### src/rtl/clock_pkg.sv
// Shared types and BCD constants for the 12-hour clock family (hourclock, alarm_ctrl).
// No logic lives here; only the state enum and width/constant definitions.
package clock_pkg;

    localparam int BCD_W = 8;

    localparam logic [BCD_W-1:0] BCD_00 = 8'h00;
    localparam logic [BCD_W-1:0] BCD_12 = 8'h12;
    localparam logic [BCD_W-1:0] BCD_59 = 8'h59;

    typedef enum logic [1:0] {
        IDLE    = 2'd0,
        RINGING = 2'd1,
        SNOOZE  = 2'd2
    } alarm_state_t;

endpackage

### src/rtl/bcd_time_valid.sv
// Combinational check that a BCD hour is 01..12 and a BCD minute is 00..59.
// Zero latency; shared with any block that accepts a user-entered time.
module bcd_time_valid
    import clock_pkg::*;
(
    input  logic [BCD_W-1:0] hour_i,
    input  logic [BCD_W-1:0] min_i,
    output logic             valid_o
);

    logic hour_ok;
    logic min_ok;

    // The upper-range compares also bound the tens nibble, so only the units nibble needs its own check.
    assign hour_ok = (hour_i[3:0] <= 4'd9) && (hour_i != BCD_00) && (hour_i <= BCD_12);
    assign min_ok  = (min_i[3:0] <= 4'd9) && (min_i <= BCD_59);
    assign valid_o = hour_ok && min_ok;

endmodule

### src/rtl/alarm_ctrl.sv
// Alarm time register plus ring/snooze/stop FSM timed by the hourclock 1 Hz ena tick; all outputs registered.
// Snooze (SNOOZE state, snoozing, snooze_cnt) is only built when ALARM_SNOOZE_EN is defined.
module alarm_ctrl
    import clock_pkg::*;
#(
    parameter int RING_SECS   = 60,
    parameter int SNOOZE_SECS = 300,
    parameter int SNOOZE_MAX  = 3
) (
    input  logic             clk,
    input  logic             reset,
    input  logic             ena,
    input  logic [BCD_W-1:0] hour,
    input  logic [BCD_W-1:0] min,
    input  logic [BCD_W-1:0] sec,
    input  logic             pm,
    input  logic             arm,
    input  logic             set_we,
    input  logic [BCD_W-1:0] set_hour,
    input  logic [BCD_W-1:0] set_min,
    input  logic             set_pm,
    input  logic             snooze,
    input  logic             stop,
    output logic             ringing,
    output logic             snoozing,
    output logic             buzz,
    output logic [1:0]       snooze_cnt,
    output logic             set_err,
    output logic [BCD_W-1:0] al_hour,
    output logic [BCD_W-1:0] al_min,
    output logic             al_pm
);

    localparam int MAX_SECS = (RING_SECS > SNOOZE_SECS) ? RING_SECS : SNOOZE_SECS;
    localparam int CNT_W    = (MAX_SECS > 1) ? $clog2(MAX_SECS) : 1;
    localparam logic [CNT_W-1:0] RING_LAST = CNT_W'(RING_SECS - 1);

    alarm_state_t     state_q;
    logic [CNT_W-1:0] cnt_q;
    logic             prev_match_q;
    logic             ringing_q;
    logic             buzz_q;
    logic             set_err_q;
    logic [BCD_W-1:0] al_hour_q;
    logic [BCD_W-1:0] al_min_q;
    logic             al_pm_q;

    logic match;
    logic trigger;
    logic wr_valid;

    bcd_time_valid u_wr_chk (
        .hour_i  (set_hour),
        .min_i   (set_min),
        .valid_o (wr_valid)
    );

    // Edge-detect the match so a paused clock sitting on hh:mm:00 rings only once.
    assign match   = (hour == al_hour_q) && (min == al_min_q) && (sec == BCD_00) && (pm == al_pm_q);
    assign trigger = match & ~prev_match_q;

`ifdef ALARM_SNOOZE_EN
    localparam logic [CNT_W-1:0] SNOOZE_LAST = CNT_W'(SNOOZE_SECS - 1);
    logic       snoozing_q;
    logic [1:0] snooze_cnt_q;
`else
    logic unused_snooze;
    assign unused_snooze = snooze & (SNOOZE_MAX > 0);
`endif

    always_ff @(posedge clk or posedge reset) begin
        if (reset) begin
            state_q      <= IDLE;
            cnt_q        <= '0;
            prev_match_q <= 1'b1;
            ringing_q    <= 1'b0;
            buzz_q       <= 1'b0;
            set_err_q    <= 1'b0;
            al_hour_q    <= BCD_12;
            al_min_q     <= BCD_00;
            al_pm_q      <= 1'b0;
`ifdef ALARM_SNOOZE_EN
            snoozing_q   <= 1'b0;
            snooze_cnt_q <= 2'd0;
`endif
        end else begin
            prev_match_q <= match;
            set_err_q    <= set_we & ~wr_valid;
            if (set_we && wr_valid) begin
                al_hour_q <= set_hour;
                al_min_q  <= set_min;
                al_pm_q   <= set_pm;
            end

            if (!arm) begin
                state_q    <= IDLE;
                ringing_q  <= 1'b0;
                buzz_q     <= 1'b0;
`ifdef ALARM_SNOOZE_EN
                snoozing_q <= 1'b0;
`endif
            end else begin
                case (state_q)
                    IDLE: begin
                        if (trigger) begin
                            state_q      <= RINGING;
                            ringing_q    <= 1'b1;
                            buzz_q       <= 1'b1;
                            cnt_q        <= '0;
`ifdef ALARM_SNOOZE_EN
                            snooze_cnt_q <= 2'd0;
`endif
                        end
                    end
                    RINGING: begin
                        if (stop) begin
                            state_q   <= IDLE;
                            ringing_q <= 1'b0;
                            buzz_q    <= 1'b0;
`ifdef ALARM_SNOOZE_EN
                        end else if (snooze && (snooze_cnt_q < 2'(SNOOZE_MAX))) begin
                            state_q      <= SNOOZE;
                            ringing_q    <= 1'b0;
                            snoozing_q   <= 1'b1;
                            buzz_q       <= 1'b0;
                            cnt_q        <= '0;
                            snooze_cnt_q <= snooze_cnt_q + 2'd1;
`endif
                        end else if (ena) begin
                            if (cnt_q == RING_LAST) begin
                                state_q   <= IDLE;
                                ringing_q <= 1'b0;
                                buzz_q    <= 1'b0;
                            end else begin
                                cnt_q  <= cnt_q + 1'b1;
                                buzz_q <= ~buzz_q;
                            end
                        end
                    end
`ifdef ALARM_SNOOZE_EN
                    SNOOZE: begin
                        if (stop) begin
                            state_q    <= IDLE;
                            snoozing_q <= 1'b0;
                            buzz_q     <= 1'b0;
                        end else if (ena) begin
                            if (cnt_q == SNOOZE_LAST) begin
                                state_q    <= RINGING;
                                snoozing_q <= 1'b0;
                                ringing_q  <= 1'b1;
                                buzz_q     <= 1'b1;
                                cnt_q      <= '0;
                            end else begin
                                cnt_q <= cnt_q + 1'b1;
                            end
                        end
                    end
`endif
                    default: begin
                        state_q   <= IDLE;
                        ringing_q <= 1'b0;
                        buzz_q    <= 1'b0;
                    end
                endcase
            end
        end
    end

    assign ringing = ringing_q;
    assign buzz    = buzz_q;
    assign set_err = set_err_q;
    assign al_hour = al_hour_q;
    assign al_min  = al_min_q;
    assign al_pm   = al_pm_q;
`ifdef ALARM_SNOOZE_EN
    assign snoozing   = snoozing_q;
    assign snooze_cnt = snooze_cnt_q;
`else
    assign snoozing   = 1'b0;
    assign snooze_cnt = 2'd0;
`endif

endmodule

### config.mk
export PLATFORM = sky130hd
export DESIGN_NAME = alarm_ctrl
export DESIGN_NICKNAME = d
export VERILOG_FILES = /design/src/rtl/clock_pkg.sv /design/src/rtl/bcd_time_valid.sv /design/src/rtl/alarm_ctrl.sv
export SDC_FILE = /design/constraint.sdc
export NUM_CORES = 1
export LEC_CHECK = 0
export ABC_CLOCK_PERIOD_IN_PS = 1750
export CORE_ASPECT_RATIO = 0.6
export CORE_MARGIN = 4
export CORE_UTILIZATION = 38
export DETAILED_ROUTE_END_ITERATION = 12
export GPL_TIMING_DRIVEN = 0
export MAX_ROUTING_LAYER = met4
export PLACE_DENSITY_LB_ADDON = 0.3
export SYNTH_ARGS = -nofsm -noshare
export SYNTH_HDL_FRONTEND = slang
export SYNTH_SLANG_ARGS = --single-unit
export TNS_END_PERCENT = 5
### constraint.sdc
create_clock -name clk -period 1.75 [get_ports clk]
set_clock_uncertainty 0.15 [all_clocks]
set_input_delay 0.35 -clock clk [delete_from_list [all_inputs] [get_ports clk]]
set_output_delay 0.35 -clock clk [all_outputs]
set_load 0.1 [all_outputs]
==> summary.txt, run 1 <==
Outcome
  • Status: finished, violations left
  • Violated checks: setup timing

GRT
  • GRT Residual Overflow: 0
  • Initial antenna violation count: 0
  • GRT Util Overall: 0.1866
  • Wire length of the first global-routing pass: 7610 um
  • Vias in the first global route: 1497
  • Largest net degree at the start of global routing: 31

STA
  • RSZ-0062 raised after global routing: yes
  • Final setup violation count: 29
  • Setup TNS: -3.268 ns
  • Setup slack after layout: -0.2121 ns
  • Max-slew violation count: 0
  • F_max: 509.6 MHz
  • Final worst path period need: 1.962 ns
  • Slew @ Worst Pin: 0.6335 ns
  • Max-Slew Margin vs Limit: 0.5768
  • Final Hold Vio Count: 0
  • Period utilisation layout: 1.121

Synthesis
  • Largest area contributor in the netlist: dfrtp_1
  • Mapped cell area: 1668 sq um
  • Seq/Total Area, Yosys: 0.4524
  • Synth top area share: 0.4051
  • Post-synth EDFFs: 0
  • Post-synth ARST share: 1.000
  • Cell count after synthesis: 152
  • Synth unique cells: 43
  • FF+latch count, synth: 30
  • Commonest cells in the netlist: dfrtp_1, xnor2_1, nand4_1, nor2b_1, mux2_2
  • Synth top area cells: dfrtp_1, xnor2_1, mux2_2
  • Main synth FF type: dfrtp_1
  • Ys Warns: 0
  • Syn Area/Cell: 10.97 sq um
  • Count leader, synth: dfrtp_1

Clock tree
  • Clock Latency Late Sink: 0.28 ns
  • Clk sinks: 30
  • Num CTS Buffers: 5
  • CTS tree: done
  • Root Driver: clkbuf_8
  • H-tree levels: 2
  • Max clock buf depth: 2
  • Clk slew on worst S/H paths: 0.07 ns
  • CTS hold repair buffers: 0

Place
  • Dpl hpwl: 3466 um
  • Port Buffers: 67
  • Gpl congestion: 0.7903
  • Inst Count DP: 281

Layout
  • Final core utilization: 0.6700
  • Layout cells sized above 1: 0.4774
  • Finished Layout Cells: 303
  • Area grow syn2layout: 67.37%
  • Count of nets after finishing: 292
  • Diode count: 0

Detailed routing
  • Met2 WL: 2186 um
  • WL/cell: 15.98 um
  • Routed WL: 4843 um
  • Met3 routed WL: 315 um
  • DRT iter0 DRCs: 79
  • Via count: 1494
  • 1st-pass router iterations: 4
  • Routed Antenna Nets: 0
  • Max layer used: met4
  • Met1 Wirelength: 2302 um
  • Avg Vias per Cell: 4.931
  • # DRC: 0

Worst setup path
  • Register-to-Register Path Depth: 5
  • CP Capture Type: flip-flop
  • CP Max Fanout: 5
  • Reg2Reg Capture Point: cnt_q[6]$_DFFE_PP0P_
  • Worst endpoint required time: 1.76 ns
  • Crit start category: flip-flop
  • R2r startpoint: al_hour[0]$_DFFE_PP0P_
  • WS Path Type: reg2reg
  • Crit path from: al_hour[0]$_DFFE_PP0P_
  • R2R setup slack: -0.21 ns
  • Worst Path Arrival: 1.97 ns

Worst hold path
  • HP Class: in2reg
  • Hold Crit Depth: 2
  • Hold EP: al_min[6]$_DFFE_PP0P_
  • Hold path start: set_min[6]

Power and ir drop
  • Max rail drop VDD: 0.4709 mV
  • Net Sw Power: 0.6829 mW
  • P_leak: 1.293 nW
  • Pwr dens: 701.4 nW/um^2
  • Sequential power share: 0.400
  • Sw Ratio: 0.3488
  • Comb pwr share: 0.311
  • Power Internal: 1.275 mW
  • Clk pwr share: 0.289

Floorplan
  • Die W: 93.53 um
  • Core box area: 4167 sq um
  • # IOs: 72
  • Die Footprint: 5548 sq um
  • Die Y: 59.32 um
  • Core Rows: 18
  • Initial core utilization: 0.4003

Run
  • Max_cap viols: 0
## logic make-up (layout without fill, tap and decap cells)
logic type | Yosys count | count (layout) | synth area share
mux | 16 | 16 | 0.1095
simple gates | 46 | 46 | 0.1613
xor+xnor | 22 | 22 | 0.1155
buf+inv | 12 | 101 | 0.04351
compound gates | 24 | 24 | 0.1080
other cells | 1 | 3 | 0.002248
fa+ha+maj | 1 | 1 | 0.007501
flops | 30 | 30 | 0.4524
## power groups by stage
stage               Sequential [mW]  Clock, mW  Combinational, mW
CTS                           0.780      0.574              0.594
floorplan                      1.04          0              0.143
global placement              0.791          0              0.604
detailed placement            0.792          0              0.607
global route                  0.787      0.617              0.635
finish                        0.782      0.566              0.609
## sequential cells by signal, indices dropped and copies added (netlist names)
name and cells:
buzz 1, set_err 1, al_min 8, prev_match_q 1, ringing 1, cnt_q 9
al_hour 8, al_pm 1
## metrics by stage
stage	total power, mW	hold slack [ns]	cell area [sq um]	worst slack, ns
finish	1.958	0.1851	2791	-0.2121
global placement	1.395	0.3780	2509	-0.7571
CTS	1.948	0.3013	2714	-0.1818
global route	2.039	0.1774	2791	-0.2804
floorplan	1.185	0.2882	1763	-0.1236
detailed placement	1.399	0.3791	2509	-0.7705
## worst max path at each step
stage | end | slack [ns]
3_3_place_gp | al_min[6]$_DFFE_PP0P_ | -0.76
6_report | cnt_q[6]$_DFFE_PP0P_ | -0.21
5_1_grt | cnt_q[6]$_DFFE_PP0P_ | -0.28
3_5_place_dp | al_hour[2]$_DFFE_PP0P_ | -0.77
4_1_cts | cnt_q[1]$_DFFE_PP0P_ | -0.18
2_1_floorplan | al_hour[2]$_DFFE_PP0P_ | -0.12
## cells in the final DEF (no fill, tap or decap), types with 2 or more instances in the layout
| master | instances |
|---|---|
| buf_4 | 17 |
| xnor2_1 | 12 |
| dfstp_4 | 2 |
| dlymetal6s2s_1 | 6 |
| mux2_2 | 2 |
| dfrtp_1 | 9 |
| dfrtp_4 | 8 |
| buf_2 | 13 |
| clkdlybuf4s18_2 | 4 |
| clkdlybuf4s50_1 | 21 |
| mux2_1 | 2 |
| dlygate4sd2_1 | 8 |
| xnor2_2 | 7 |
| mux2_4 | 11 |
| nand3_1 | 2 |
| a21o_1 | 2 |
| clkdlybuf4s15_1 | 4 |
| xor2_1 | 3 |
| nor2b_1 | 9 |
| nor4_2 | 3 |
| nand4_1 | 9 |
| o21ai_0 | 3 |
| nand2b_1 | 2 |
| inv_1 | 4 |
| buf_6 | 4 |
| clkbuf_1 | 2 |
| nor2_1 | 3 |
| conb_1 | 3 |
| dfrtp_2 | 10 |
| o21ai_1 | 3 |
| a22o_1 | 4 |
| clkbuf_2 | 6 |
| nand2_1 | 3 |
| a21oi_1 | 3 |
| clkbuf_8 | 6 |
## final cells by class
cell class | instances | area [sq um]
Timing Repair Buffer | 81 | 696.9
Sequential cell | 30 | 804.5
Fill cell | 332 | 1375
Multi-Input combinational cell | 112 | 1037
Buffer | 7 | 63.81
Tap cell | 60 | 75.07
Inverter | 5 | 22.52
Clock inverter | 1 | 5.005
Clock buffer | 7 | 86.33
## what timing repair did
item,4_1_cts,5_1_grt
setup buffers,11,3
gates resized for setup,129,52
gates cloned,0,0
setup endpoints to repair,56,37
pin swaps,14,19
## layer usage
| layer | global-route usage | vias to the layer above |
|---|---|---|
| li1 | - | 722 |
| met1 | 0.2466 | 719 |
| met2 | 0.2825 | 48 |
| met3 | 0.05584 | 5 |
| met4 | 0.04938 | 0 |
| met5 | - | - |
## worst max-delay path: stages, from the launching register on
cell and delay, ns:
dfrtp_4 0.50, xnor2_2 0.16, nand4_1 0.20, nor3_4 0.34, a41oi_4 0.20, a22o_2 0.30
Note: power is estimated with default switching activity, not from simulation.
==> inputs of run 2 (changes only) <==
Settings changed: CTS_CLUSTER_SIZE set to 8.
==> results of run 2 <==
Final layout, timing and power as in run 1 (identical DEF).
==> inputs of run 3 (changes only) <==
Settings changed: CORE_ASPECT_RATIO 0.6 to not set.
==> run 3 against run 2 <==
  * The run still ends with setup timing left
  * Sequential share of layout area is 0.97 points higher
  * Design area fell by 3.4%
  * Global-route usage is essentially flat
  * Final cell count decreased by 5.3%
  * Wire length decreased by 1.8%
  * Count of clock-buffer cells in the layout is 1 higher
  * Critical path type unchanged
  * Highest routed layer unchanged
==> summary.txt, run 3 (same netlist as run 1, synthesis figures left out) <==
Clock tree
  • Max clock buf depth: 2 (unchanged)
  • CTS tree: done
  • Clk slew on worst S/H paths: 0.06 ns (about the same)
  • Clock Latency Late Sink: 0.29 ns (about the same)
  • Num CTS Buffers: 5 (unchanged)
  • Root Driver: clkbuf_8
  • H-tree levels: 2 (unchanged)
  • Clk sinks: 30 (unchanged)

STA
  • RSZ-0062 raised after global routing: yes
  • Final setup violation count: 23 (-21%)
  • Worst Hold Slack: 0.2071 ns (+0.02196 ns)
  • Slew @ Worst Pin: 0.6512 ns (+0.01773 ns)
  • Final worst path period need: 1.892 ns (-0.07012 ns)
  • Max-Slew Margin vs Limit: 0.5650 (-0.01184)
  • F_max: 528.5 MHz (+3.7%)
  • Final Hold Vio Count: 0 (unchanged)
  • Setup slack after layout: -0.1420 ns (+0.07012 ns)
  • Max-slew violation count: 0 (unchanged)
  • Period utilisation layout: 1.081 (-0.04007)

Worst setup path
  • CP Max Fanout: 6 (+1)
  • Slowest CP cell: or4_1
  • CP Capture Type: flip-flop
  • Worst Path Arrival: 1.92 ns (-0.05 ns)
  • CP bufs+invs: 0 (unchanged)
  • Worst endpoint required time: 1.78 ns (+0.02 ns)
  • CP delay by family, top: simple AND/OR/NAND/NOR gates
  • WS Path Type: reg2reg
  • Critical path's largest stage delay: 0.50 ns (about the same)
  • Worst path cell trace: or4_1 > o21a_1 > mux2_4 > a22o_1
  • Crit start category: flip-flop

Power and ir drop
  • Pwr dens: 711.0 nW/um^2 (+1.4%)
  • Net Sw Power: 0.6814 mW (-0.23%)
  • Sequential power share: 0.408 (+0.008)
  • Max rail drop VDD: 0.5318 mV (+13%)
  • P_leak: 1.236 nW (-4.4%)
  • Sw Ratio: 0.3554 (+0.006605)
  • Comb pwr share: 0.312 (about the same)
  • Clk pwr share: 0.280 (-0.009)
  • Tot Pwr: 1.917 mW (-2.1%)
  • Power Internal: 1.236 mW (-3.1%)

Floorplan
  • Die Y: 74.25 um (+25%)
  • Initial core utilization: 0.4053 (+0.004990)
  • Die Footprint: 5513 sq um (-0.62%)
  • Core box area: 4115 sq um (-1.2%)
  • Core Rows: 23 (+5)
  • # IOs: 72 (unchanged)
  • Die W: 74.25 um (-21%)

Run
  • Max_cap viols: 0 (unchanged)

Layout
  • Final Instance Area: 2696 sq um (-3.4%)
  • Sequential Area: 803.3 sq um (-0.16%)
  • Most frequent cells in the layout: clkdlybuf4s50_1, xnor2_1, buf_2
  • Most common cell after layout, fill and taps aside: clkdlybuf4s50_1
  • Count of nets after finishing: 286 (-2.1%)
  • Fillers: 328 (-1.2%)
  • Largest register by flop count: cnt_q
  • Area grow syn2layout: 61.67%
  • Layout cells sized above 1: 0.4093 (-0.06808)
  • Multi-input logic area: 960.9 sq um (-7.4%)
  • Finished Layout Cells: 287 (-5.3%)
  • Diode count: 0 (unchanged)
  • Max reg flops: 9 (unchanged)

Place
  • Gpl congestion: 0.7845 (-0.73%)
  • Inst Count DP: 271 (-3.6%)
  • Port Buffers: 67 (unchanged)
  • Dpl hpwl: 3459 um (-0.22%)
  • Area post-placement: 2496 sq um (-0.50%)

GRT
  • GRT Util Overall: 0.1870 (+0.0004896)
  • Wire length of the first global-routing pass: 7238 um (-4.9%)
  • Vias in the first global route: 1493 (-0.27%)
  • Largest net degree at the start of global routing: 31 (unchanged)
  • GRT Residual Overflow: 0 (unchanged)
  • Initial antenna violation count: 0 (unchanged)

Detailed routing
  • Routed Antenna Nets: 0 (unchanged)
  • DRT iter0 DRCs: 59 (-25%)
  • 1st-pass router iterations: 4 (unchanged)
  • Routed WL: 4755 um (-1.8%)
  • WL/cell: 16.57 um (+3.7%)
  • Via count: 1446 (-3.2%)
  • # DRC: 0 (unchanged)
  • Avg Vias per Cell: 5.038 (+2.2%)

Outcome
  • Status: finished, violations left
  • Violated checks: setup timing

Worst hold path
  • HP Class: in2reg
[run 3: final timing paths]
kind	cells past startpoint	slack [ns]	from	end
worst max register to register	4	-0.14	cnt_q[6]$_DFFE_PP0P_	cnt_q[1]$_DFFE_PP0P_
worst max-delay path	4	-0.14	cnt_q[6]$_DFFE_PP0P_	cnt_q[1]$_DFFE_PP0P_
worst min register to register	1	0.39	al_min[7]$_DFFE_PP0P_	al_min[7]$_DFFE_PP0P_
max in group asynchronous	2	0.67	reset	al_hour[5]$_DFFE_PP0P_
worst min-delay path	2	0.21	set_hour[4]	al_hour[4]$_DFFE_PP1P_
min in group asynchronous	2	0.35	reset	cnt_q[2]$_DFFE_PP0P_
[run 3: area by class of cell]
type | count | area share
plain buffers | 6 | 0.02274
clock buffers | 8 | 0.02970
inverters | 5 | 0.008353
multi-input cells | 112 | 0.3564
flip-flops and latches | 30 | 0.2979
well taps | 50 | 0.02320
repair buffers | 76 | 0.2617
[run 3: per-stage QoR]
step	utilization	setup TNS [ns]	worst slack, ns
global placement	0.6066	-25.85	-0.6984
finish	0.6552	-1.528	-0.1420
detailed placement	0.6066	-28.71	-0.7439
CTS	0.6421	-1.909	-0.1893
floorplan	-	-1.694	-0.1236
global route	0.6552	-2.953	-0.2110
[run 3: repair_timing]
action / in CTS / in global routing
buffers inserted: 6 / 2
cloned: 1 / 0
hold buffers: 0 / 0
setup endpoints to repair: 56 / 32
hold endpoints to repair: 0 / 0
gates resized for setup: 128 / 32
pin swaps: 9 / 18
[run 3: metal layers]
layer  vias up  routed length, um  GRT usage
li1        710                  -          -
met1       680               1974     0.2075
met2        47               2373     0.3120
met3         9                315    0.05000
met4         0                 91    0.08893
met5         -                  0          -
[run 3: power groups by stage]
stage | clock network (mW) | logic (mW) | registers [mW]
6_report | 0.536 | 0.598 | 0.782
4_1_cts | 0.554 | 0.590 | 0.780
3_5_place_dp | 0 | 0.608 | 0.794
5_1_grt | 0.597 | 0.620 | 0.788
2_1_floorplan | 0 | 0.143 | 1.04
3_3_place_gp | 0 | 0.602 | 0.789
